## src/rtl/inv_mix_columns_seq.sv

```systemverilog
// AES InvMixColumns engine: accepts one 128-bit state, transforms one column per
// clock through a single shared GF(2^8) column multiplier, then holds the result.
module inv_mix_columns_seq #(
    parameter int word_size  = 8,
    parameter int array_size = 16
) (
    input  logic                            clk,
    input  logic                            reset,
    input  logic                            in_valid,
    output logic                            in_ready,
    input  logic [word_size*array_size-1:0] state,
    output logic                            out_valid,
    input  logic                            out_ready,
    output logic [word_size*array_size-1:0] state_out,
    output logic                            busy
);

    typedef enum logic [1:0] {
        IDLE = 2'd0,
        CALC = 2'd1,
        DONE = 2'd2
    } fsm_t;

    fsm_t        fsm;
    fsm_t        fsm_next;
    logic [1:0]  col;
    logic [127:0] src_reg;
    logic [127:0] work_reg;
    logic [31:0] col_in;
    logic [31:0] col_out;
    logic        accept;

    function automatic logic [7:0] xtime(input logic [7:0] b);
        return {b[6:0], 1'b0} ^ (b[7] ? 8'h1b : 8'h00);
    endfunction

    // k selects which of b, 2b, 4b, 8b are summed; k is always a constant here
    function automatic logic [7:0] gf_mul(input logic [7:0] b, input logic [3:0] k);
        logic [7:0] x2;
        logic [7:0] x4;
        logic [7:0] x8;
        x2 = xtime(b);
        x4 = xtime(x2);
        x8 = xtime(x4);
        return (k[3] ? x8 : 8'h00) ^ (k[2] ? x4 : 8'h00) ^
               (k[1] ? x2 : 8'h00) ^ (k[0] ? b  : 8'h00);
    endfunction

    function automatic logic [31:0] inv_mix_col(input logic [31:0] c);
        logic [7:0] s0;
        logic [7:0] s1;
        logic [7:0] s2;
        logic [7:0] s3;
        s0 = c[31:24];
        s1 = c[23:16];
        s2 = c[15:8];
        s3 = c[7:0];
        return {gf_mul(s0, 4'he) ^ gf_mul(s1, 4'hb) ^ gf_mul(s2, 4'hd) ^ gf_mul(s3, 4'h9),
                gf_mul(s0, 4'h9) ^ gf_mul(s1, 4'he) ^ gf_mul(s2, 4'hb) ^ gf_mul(s3, 4'hd),
                gf_mul(s0, 4'hd) ^ gf_mul(s1, 4'h9) ^ gf_mul(s2, 4'he) ^ gf_mul(s3, 4'hb),
                gf_mul(s0, 4'hb) ^ gf_mul(s1, 4'hd) ^ gf_mul(s2, 4'h9) ^ gf_mul(s3, 4'he)};
    endfunction

    assign accept = in_valid && in_ready;

    always_comb begin
        case (col)
            2'd0:    col_in = src_reg[127:96];
            2'd1:    col_in = src_reg[95:64];
            2'd2:    col_in = src_reg[63:32];
            default: col_in = src_reg[31:0];
        endcase
    end

    assign col_out = inv_mix_col(col_in);

    always_ff @(posedge clk) begin
        if (reset) begin
            fsm <= IDLE;
        end else begin
            fsm <= fsm_next;
        end
    end

    always_comb begin
        fsm_next = fsm;
        case (fsm)
            IDLE:    if (in_valid) fsm_next = CALC;
            CALC:    if (col == 2'd3) fsm_next = DONE;
            DONE:    if (out_ready) fsm_next = IDLE;
            default: fsm_next = IDLE;
        endcase
    end

    always_comb begin
        in_ready  = (fsm == IDLE) && !reset;
        out_valid = (fsm == DONE);
        busy      = (fsm != IDLE);
    end

    // Column 3 bypasses work_reg so the full result lands on the edge entering DONE
    always_ff @(posedge clk) begin
        if (reset) begin
            col       <= 2'd0;
            src_reg   <= '0;
            work_reg  <= '0;
            state_out <= '0;
        end else if (accept) begin
            src_reg <= state;
            col     <= 2'd0;
        end else if (fsm == CALC) begin
            case (col)
                2'd0:    work_reg[127:96] <= col_out;
                2'd1:    work_reg[95:64]  <= col_out;
                2'd2:    work_reg[63:32]  <= col_out;
                default: work_reg[31:0]   <= col_out;
            endcase
            col <= col + 2'd1;
            if (col == 2'd3) begin
                state_out <= {work_reg[127:32], col_out};
            end
        end
    end

endmodule
```

## config.mk

```make
export PLATFORM = sky130hd
export DESIGN_NAME = inv_mix_columns_seq
export DESIGN_NICKNAME = d
export VERILOG_FILES = /design/src/rtl/inv_mix_columns_seq.sv
export SDC_FILE = /design/constraint.sdc
export NUM_CORES = 1
export LEC_CHECK = 0
export ABC_CLOCK_PERIOD_IN_PS = 3900
export BUFFER_PORTS_ARGS = -buffer_cell sky130_fd_sc_hd__buf_2
export CORE_MARGIN = 2
export CORE_UTILIZATION = 57
export CTS_CLUSTER_SIZE = 25
export DETAILED_ROUTE_END_ITERATION = 10
export PLACE_DENSITY = 0.83
export SYNTH_ARGS = -nofsm -noshare
export SYNTH_HDL_FRONTEND = slang
export SYNTH_SLANG_ARGS = --single-unit
```

## constraint.sdc

```tcl
create_clock -name clk -period 3.9 [get_ports clk]
set_input_delay 1.17 -clock clk [delete_from_list [all_inputs] [get_ports clk]]
set_output_delay 1.17 -clock clk [all_outputs]
set_load 0.05 [all_outputs]
```

Word-level counts from Yosys, hierarchy flattened
Cells that the tools add are included.
{"block": "word_totals", "in_bits": 132, "word_cells": 94, "out_inout_bits": 131, "regBits": 356}
{"block": "op_classes", "n_mux": 17, "n_reduce_logical": 12, "bitwise": 49, "n_eq_ne": 8, "n_addsub": 1}
{"cell": "$xor A8 B8 Y8", "n": 39}
{"cell": "$pmux W32 S3", "n": 1}
{"cell": "$xor A8 B5 Y8", "n": 9}
{"cell": "$mux W5", "n": 12}
{"cell": "$reduce_and A3 Y1", "n": 5}
{"cell": "$eq A2 B2 Y1 const B", "n": 3}
{"cell": "$mux W2", "n": 3}
{"cell": "$pmux W2 S3", "n": 1}
{"cell": "$eq A2 B1 Y1 const B", "n": 2}
{"cell": "$logic_not A2 Y1", "n": 2}
{"cell": "$ne A2 B2 Y1 const B", "n": 2}
{"cell": "$add A2 B1 Y2 const B", "n": 1}
{"cell": "$logic_and A1 B1 Y1", "n": 2}
{"cell": "$ne A2 B1 Y1 const B", "n": 1}
{"cell": "$reduce_bool A2 Y1", "n": 1}
{"cell": "$reduce_or A2 Y1", "n": 1}
{"cell": "$logic_not A1 Y1", "n": 1}
{"cell": "$not A1 Y1", "n": 1}

Depth between registers and ports, before layout
Gate-level depths: netlist (run 1).
{"block": "logic_depth", "word_depth": 13, "ltp_mapped": 13, "ltp_nobuf": 10}

Worst setup path after synthesis (run 1)
No wires, ideal clock.
{"block": "synth_timing", "kind": "input -> register", "from": "in reset", "to": "reg src_reg[17]", "stages": 9, "arrival_ns": 3.965, "required_ns": 3.813, "setup_time_ns": 0.087, "n_path_buf": 5, "setup_slack_ns": -0.152, "cell_sequence": "clkbuf_1 -> nor3_1 -> and2_1 -> clkbuf_1 -> clkbuf_1 -> clkbuf_1 -> buf_1 -> nand2_1 -> o31ai_1"}
{"block": "synth_via", "elab_chain_len": 3}
{"element": "start, declared", "line": "8", "rtl": "input logic reset,"}
{"element": "$logic_not A1 Y1", "line": "96", "rtl": "in_ready = (fsm == IDLE) && !reset;"}
{"element": "$logic_and A1 B1 Y1", "line": "96"}
{"element": "via in_ready", "line": "10", "rtl": "output logic in_ready,"}
{"element": "$logic_and A1 B1 Y1", "line": "64", "rtl": "assign accept = in_valid && in_ready;"}
{"element": "end signal, assigned", "line": "109", "rtl": "src_reg <= state;"}
{"element": "end, declared", "line": "27", "rtl": "logic [127:0] src_reg;"}
The timed path passes the listed nets, and every way through them passes these cells.
A chain may end at the register's enable or synchronous reset.

Final worst setup path (run 1)
{"block": "layout_timing", "from": "reg col[1]", "to": "reg work_reg[118]"}
{"block": "layout_via", "elab_chain_len": 11, "word_cells_on_any_way": 31, "classes_between": "eq/ne: 2; mux: 5; bitwise: 22; reduce/logical: 2"}
{"element": "start, declared", "line": "26", "rtl": "logic [1:0] col;"}
{"element": "start signal, assigned", "line": "118", "rtl": "col <= col + 2'd1;"}
{"element": "$eq A2 B2 Y1, or another cell as far along"}
{"element": "$pmux W32 S3", "line": "67", "rtl": "case (col)"}
{"element": "$mux W5", "line": "34", "rtl": "return {b[6:0], 1'b0} ^ (b[7] ? 8'h1b : 8'h00);"}
{"element": "$xor A8 B5 Y8 (3 in a row)", "line": "34"}
{"element": "$xor A8 B8 Y8 (2 in a row)", "line": "45", "rtl": "return (k[3] ? x8 : 8'h00) ^ (k[2] ? x4 : 8'h00) ^"}
{"element": "$xor A8 B8 Y8 (3 in a row)", "line": "59", "rtl": "gf_mul(s0, 4'h9) ^ gf_mul(s1, 4'he) ^ gf_mul(s2, 4'hb) ^ gf_mul(s3, 4'hd),"}
{"element": "end signal, assigned", "line": "113", "rtl": "2'd0: work_reg[127:96] <= col_out;"}
{"element": "end, declared", "line": "28", "rtl": "logic [127:0] work_reg;"}
Parallel ways exist; a longest one is shown, timed or not.

==> summary.txt, run 1 <==
Routing
  • DRC: 0
  • DRT met1 WL: 21900 um
  • Iter 0 DRT Violations: 1484
  • Pre-Repair DR Iteration Count: 8
  • DR vias: 14700
  • Met3 WL: 3830 um
  • Antenna Nets Post-Route: 0
  • WL final: 51800 um
  • Post-DR wirelength/cell: 19.7 um
  • Vias/cell: 5.58
  • Met2 Routed Length: 23800 um
  • Top layer in use: met4

GRT
  • Antenna violations before repair: 0
  • Largest net degree at the start of global routing: 213
  • GRT Total Usage: 33.3%
  • Grt ovf: 0
  • First-pass GRT wire length: 79000 um
  • Vias in the first global route: 14000

Final layout
  • NumNets Final: 2361
  • Share of layout cells above drive strength 1: 18.2%
  • Area delta synth->final: 18.2%
  • Diode count: 0

CTS
  • Clock Sinks: 356
  • H-tree levels: 2
  • CTS tree: built
  • Longest Clk Path Bufs: 3
  • Hold Buf Count CTS: 0
  • Clock Root Buffer: clkbuf_16
  • Skew-Pair Late Insertion Delay: 540 ps
  • Reg clk slew, reported paths: 60 ps
  • Total CTS buffers: 35

Floorplan
  • Die H: 174 um
  • Num ports: 263
  • Die width: 174 um
  • Total die area: 30400 um^2
  • Initial Util: 57.9%
  • Core area: 28600 um^2
  • # rows: 62

Synthesis
  • Syn Area/Cell: 8.15 um^2
  • Synth cell count leaders: nand2_1, dfxtp_1, a21oi_1, xnor2_1, clkbuf_1
  • Largest area contributor in the netlist: dfxtp_1
  • #FFs+latches synth: 356
  • Synth area leaders: dfxtp_1, nand2_1, xnor2_1
  • Main flop type after synthesis: dfxtp_1
  • Share of the synthesized area in the top cell type: 43.0%
  • Post-synthesis cell count: 2032
  • Ys async rst share: 0%
  • Part of the Yosys area used for sequential elements: 43.0%
  • EDFF count, synth: 0
  • Synthesized area: 16600 um^2
  • YS warnings: 0
  • Synth Net Count: 2168
  • Most common cell in the netlist: nand2_1
  • Yosys cell types: 41

Timing
  • Min Tclk post-route: 3760 ps
  • Final period utilization: 96.5%
  • Final Slew Violations: 0
  • Worst Clk Skew: 26.9 ps
  • Worst Slack Setup Final: 137 ps
  • Worst-margin pin slew: 1120 ps
  • Slew margin rel.: 24.9%
  • RSZ-0062 raised after global routing: false
  • Setup Viol. Count Final: 0
  • Setup TNS: 0 ps
  • Endpoints failing hold: 0
  • Fmax: 0.266 GHz

Worst setup path
  • Critical path class: flop to flop
  • Crit start category: flop
  • Worst-path cell chain: inv_1 > ha_1 > buf_12 > a222oi_1 > buf_12 > xnor2_1 > xnor2_1 > o21ai_0 > xnor3_1 > xor2_1 > nor2_1 > nor3_1
  • Largest stage delay on the critical path: 520 ps
  • WP data arrival: 4180 ps
  • Critical path capture point type: flop
  • Slowest CP cell: xor2_1
  • WP buf/inv: 3
  • Slack of the worst reg-to-reg path: 140 ps
  • CP delay by family, top: XOR/XNOR gates
  • Max FO, Critical Path: 32
  • WP data required: 4320 ps

Power and ir drop
  • P_leak: 0.00770 uW
  • Worst VDD drop: 0.406 mV
  • Pwr dens: 581 nW/um^2

Run
  • Max-cap violation count: 0

Placed design
  • DP Worst Slack: -160 ps
  • RD Place Congestion: 1.03
  • DP Wirelength: 37600 um
  • I/O Buffers: 262

Outcome
  • Status: completed

Hold path
  • Worst Hold Class: flop to flop
worst paths after layout:
kind	from	endpoint	cells after the start
worst min register to register	work_reg[79]	state_out[79]	2
worst max register to register	col[1]	work_reg[118]	12
worst min-delay path	work_reg[79]	state_out[79]	2
worst max-delay path	col[1]	work_reg[118]	12
logic make-up after synthesis:
logic type,Yosys count,synth area share [%]
DFF,356,43.0
muxes,20,1.31
and+or+nand+nor,774,19.9
adders and majority gates,4,0.302
xor gates and xnor gates,278,16.9
AOI/OAI and AO/OA,423,14.5
buffers and inverters,177,4.13
area by class of cell:
class	instances	area, um^2
clock buffers	47	971
clock inverters	15	203
fillers	2349	9040
inverters	6	22.5
multi-input cells	1499	8850
flip-flops and latches	356	7130
well taps	384	480
repair buffers	327	1930
metrics by stage:
stage	util (%)	power, uW	instances	cell area [um^2]	hold WS [ps]
2_1_floorplan	-	6430	2032	16600	432
3_3_place_gp	64.0	7760	2570	18300	438
3_5_place_dp	64.0	7790	2570	18300	445
4_1_cts	68.2	11200	2632	19500	453
5_1_grt	68.4	11700	2634	19600	466
6_report	68.4	11400	2634	19600	452
worst reg2reg max path, cell delays in order, from the launching register on:
cell	delay, ps
dfxtp_1	370
inv_1	80
ha_1	230
buf_12	190
a222oi_1	510
buf_12	210
xnor2_1	160
xnor2_1	90
o21ai_0	510
xnor3_1	440
xor2_1	520
nor2_1	100
nor3_1	240
layout by cell type, fill, tap and decap left out, types with 7 or more instances in the layout:
cell type  count
nand2_1      487
dfxtp_1      356
buf_2        261
a21oi_1      199
xnor2_1      158
o21ai_0      139
nand2b_1     126
nor2_1       120
xor2_1        85
buf_4         55
clkbuf_16     35
a211oi_1      32
a222oi_1      32
nor3_1        25
xnor3_1       19
mux2i_1       17
xnor2_2       12
buf_12        10
o21ai_1        7
o31ai_1        7
clkbuf_1       7
layer usage:
metal  track usage, %  up-vias
met5                0        -
met4             14.4        0
met3             5.29      119
met2             54.2      606
met1             44.1     6973
li1                 -     7007
where the power goes:
part	internal, uW	switching [uW]	total [uW]
logic	1560	2320	3880
clock network	1970	1460	3430
registers	3850	217	4070
what timing repair did:
action                     CTS  global route
pin swaps                    0             1
setup endpoints to repair    4            38
gates cloned                 0             0
resized for setup            2             9
buffers inserted             0             2
No activity file was read; power rests on OpenSTA's default activity.
==> inputs of run 2 (changes only) <==
- ABC_CLOCK_PERIOD_IN_PS: 3900 -> 3300
- CORE_UTILIZATION: 57 -> 40
- PLACE_DENSITY: 0.83 -> 0.65
- clock period: 3.9 -> 3.3 ns (I/O delays scaled with it)
==> run 2 against run 1 <==
The flow now finishes with violations (negative setup slack). Setup slack lost 230 ps. First-iteration DRC count shrank 1.6%. Final cell count grew 12%. Non-clock buffer count grew 162. Via count grew 2.1%. Design area grew 12%. Highest routed layer unchanged.
==> summary.txt, run 2 (synthesis gave the netlist of run 1 again) <==
Outcome
  • Status: complete, but fails checks
  • Failing checks: negative setup slack

CTS
  • Skew-Pair Late Insertion Delay: 590 ps (+50 ps)
  • Reg clk slew, reported paths: 60 ps (about the same)
  • Clock Sinks: 356 (unchanged)
  • Longest Clk Path Bufs: 3 (unchanged)
  • H-tree levels: 2 (unchanged)
  • Total CTS buffers: 39 (+11%)
  • Hold Buf Count CTS: 0 (unchanged)
  • CTS tree: built
  • Clock Root Buffer: clkbuf_16

GRT
  • First-pass GRT wire length: 85200 um (+7.8%)
  • Vias in the first global route: 14400 (+2.7%)
  • Antenna violations before repair: 0 (unchanged)
  • Grt ovf: 0 (unchanged)
  • Largest net degree at the start of global routing: 246 (+15%)
  • GRT Total Usage: 25.4% (-7.9 points)

Worst setup path
  • Slowest CP cell: a222oi_1
  • Reg-to-Reg End: work_reg[94]
  • Critical path class: flop to flop
  • WP data required: 3800 ps (-520 ps)
  • WP data arrival: 3900 ps (-280 ps)
  • CP dominant cell by count: buf_4
  • Crit start category: flop
  • Max FO, Critical Path: 6 (-81%)
  • Reg2Reg Depth: 16 (+4)
  • Largest stage delay on the critical path: 620 ps (+100 ps)
  • Slack of the worst reg-to-reg path: -90 ps (-230 ps)
  • Worst flop-to-flop path startpoint: col[1]
  • Critical path capture point type: flop
  • Worst-path cell chain: inv_4 > ha_4 > buf_12 > buf_6 > a222oi_1 > buf_4 > xor2_4 > buf_4 > buf_4 > buf_6 > mux2i_4 > xnor2_2 > xnor3_2 > xnor2_4 > nor2_1 > nor3_1
  • CP startpoint: col[1]

Timing
  • Worst Slack Setup Final: -92.0 ps (-229 ps)
  • Min Tclk post-route: 3390 ps (-371 ps)
  • RSZ-0062 raised after global routing: true
  • Fmax: 0.295 GHz (+11%)
  • Setup Viol. Count Final: 11 (+11)
  • Worst Clk Skew: 24.7 ps (-2.21 ps)
  • Slew margin rel.: 20.1% (-4.7 points)
  • Final Slew Violations: 0 (unchanged)
  • Worst-margin pin slew: 1200 ps (+73.9 ps)
  • Final period utilization: 103% (+6.3 points)
  • Endpoints failing hold: 0 (unchanged)
  • Hold slack: 448 ps (-4.22 ps)

Routing
  • DRC: 0 (unchanged)
  • Iter 0 DRT Violations: 1460 (-1.6%)
  • WL final: 56000 um (+8.1%)
  • Vias/cell: 5.09 (-8.9%)
  • Antenna Nets Post-Route: 0 (unchanged)
  • DR vias: 15000 (+2.1%)
  • Post-DR wirelength/cell: 19.0 um (-3.6%)
  • Pre-Repair DR Iteration Count: 8 (unchanged)

Power and ir drop
  • Worst VDD drop: 0.385 mV (-5.1%)
  • P_leak: 0.00881 uW (+14%)
  • Pwr dens: 712 nW/um^2 (+22%)

Floorplan
  • Total die area: 43100 um^2 (+41%)
  • Die H: 208 um (+19%)
  • Num ports: 263 (unchanged)
  • Core area: 40800 um^2 (+43%)
  • # rows: 74 (+19%)
  • Initial Util: 40.6% (-17 points)
  • Die width: 208 um (+19%)

Hold path
  • Hold Crit Depth: 2 (unchanged)
  • Worst Hold Class: flop to flop
  • Worst hold endpoint: state_out[17]
  • Hold Path Origin: state_out[17]

Final layout
  • Most frequent cells in the layout: nand2_1, dfxtp_1, buf_2
  • Area delta synth->final: 32.6%
  • Diode count: 0 (unchanged)
  • Fillers: 3799 (+62%)
  • Final Util: 53.8% (-15 points)
  • Share of layout cells above drive strength 1: 27.4% (+9.2 points)
  • Commonest non-fill, non-tap cell in the layout: nand2_1
  • NumNets Final: 2527 (+7.0%)

Placed design
  • I/O Buffers: 262 (unchanged)
  • DP Wirelength: 41100 um (+9.4%)
  • RD Place Congestion: 0.920 (-11%)

Run
  • Max-cap violation count: 0 (unchanged)
[run 2: worst max path at each step]
stage	depth (start not counted)	slack, ps	endpoint
final	16	-90	work_reg[94]
after global routing	16	-160	work_reg[126]
after CTS	16	-50	work_reg[110]
after detailed placement	16	-760	state_out[14]
after global placement	16	-680	state_out[14]
after floorplan	13	40	work_reg[101]
[run 2: power breakdown]
group | switching [uW] | leakage (uW) | internal, uW
combinational | 3230 | 0.00527 | 3170
sequential | 231 | 0.00290 | 4560
clock | 1870 | 0.000644 | 2570
total | 5330 | 0.00881 | 10300
[run 2: repair_timing]
item	CTS	global route
gates resized for setup	53	85
cloned	0	1
hold endpoints to repair	0	0
endpoints found under the setup margin	109	111
pin swaps	38	50
buffers inserted	23	22
[run 2: final cells by class]
class / instances / area, um^2 / area share, %
Multi-Input combinational cell: 1499 / 9480 / 43.1
Timing Repair Buffer: 489 / 3350 / 15.2
Clock inverter: 14 / 196 / 0.894
Tap cell: 532 / 666 / 3.03
Inverter: 6 / 27.5 / 0.125
Sequential cell: 356 / 7130 / 32.5
Clock buffer: 57 / 1120 / 5.12
[run 2: critical path, delay by kind of cell (launching register included)]
kind	cells	cell delay, ps
compound gates	1	620
xor+xnor	4	810
fa+ha+maj	1	210
buf+inv	7	940
flops	1	350
mux	1	180
simple gates	2	210
[run 2: metrics by stage]
| step | power, uW | setup WS, ps | cell area [um^2] | TNS, ps | cells |
|---|---|---|---|---|---|
| 5_1_grt | 16200 | -162 | 22000 | -3960 | 2953 |
| 2_1_floorplan | 7600 | 44.2 | 16600 | 0 | 2032 |
| 3_3_place_gp | 10200 | -681 | 19600 | -14400 | 2846 |
| 6_report | 15600 | -92.0 | 22000 | -502 | 2953 |
| 3_5_place_dp | 10200 | -756 | 19600 | -21320 | 2846 |
| 4_1_cts | 15200 | -51.2 | 21300 | -182 | 2934 |
[run 2: layer usage]
metal	GRT usage, %	wire [um]
met4	7.04	1210
met2	41.7	26400
met3	3.21	3430
met5	0	0
met1	35.1	25000
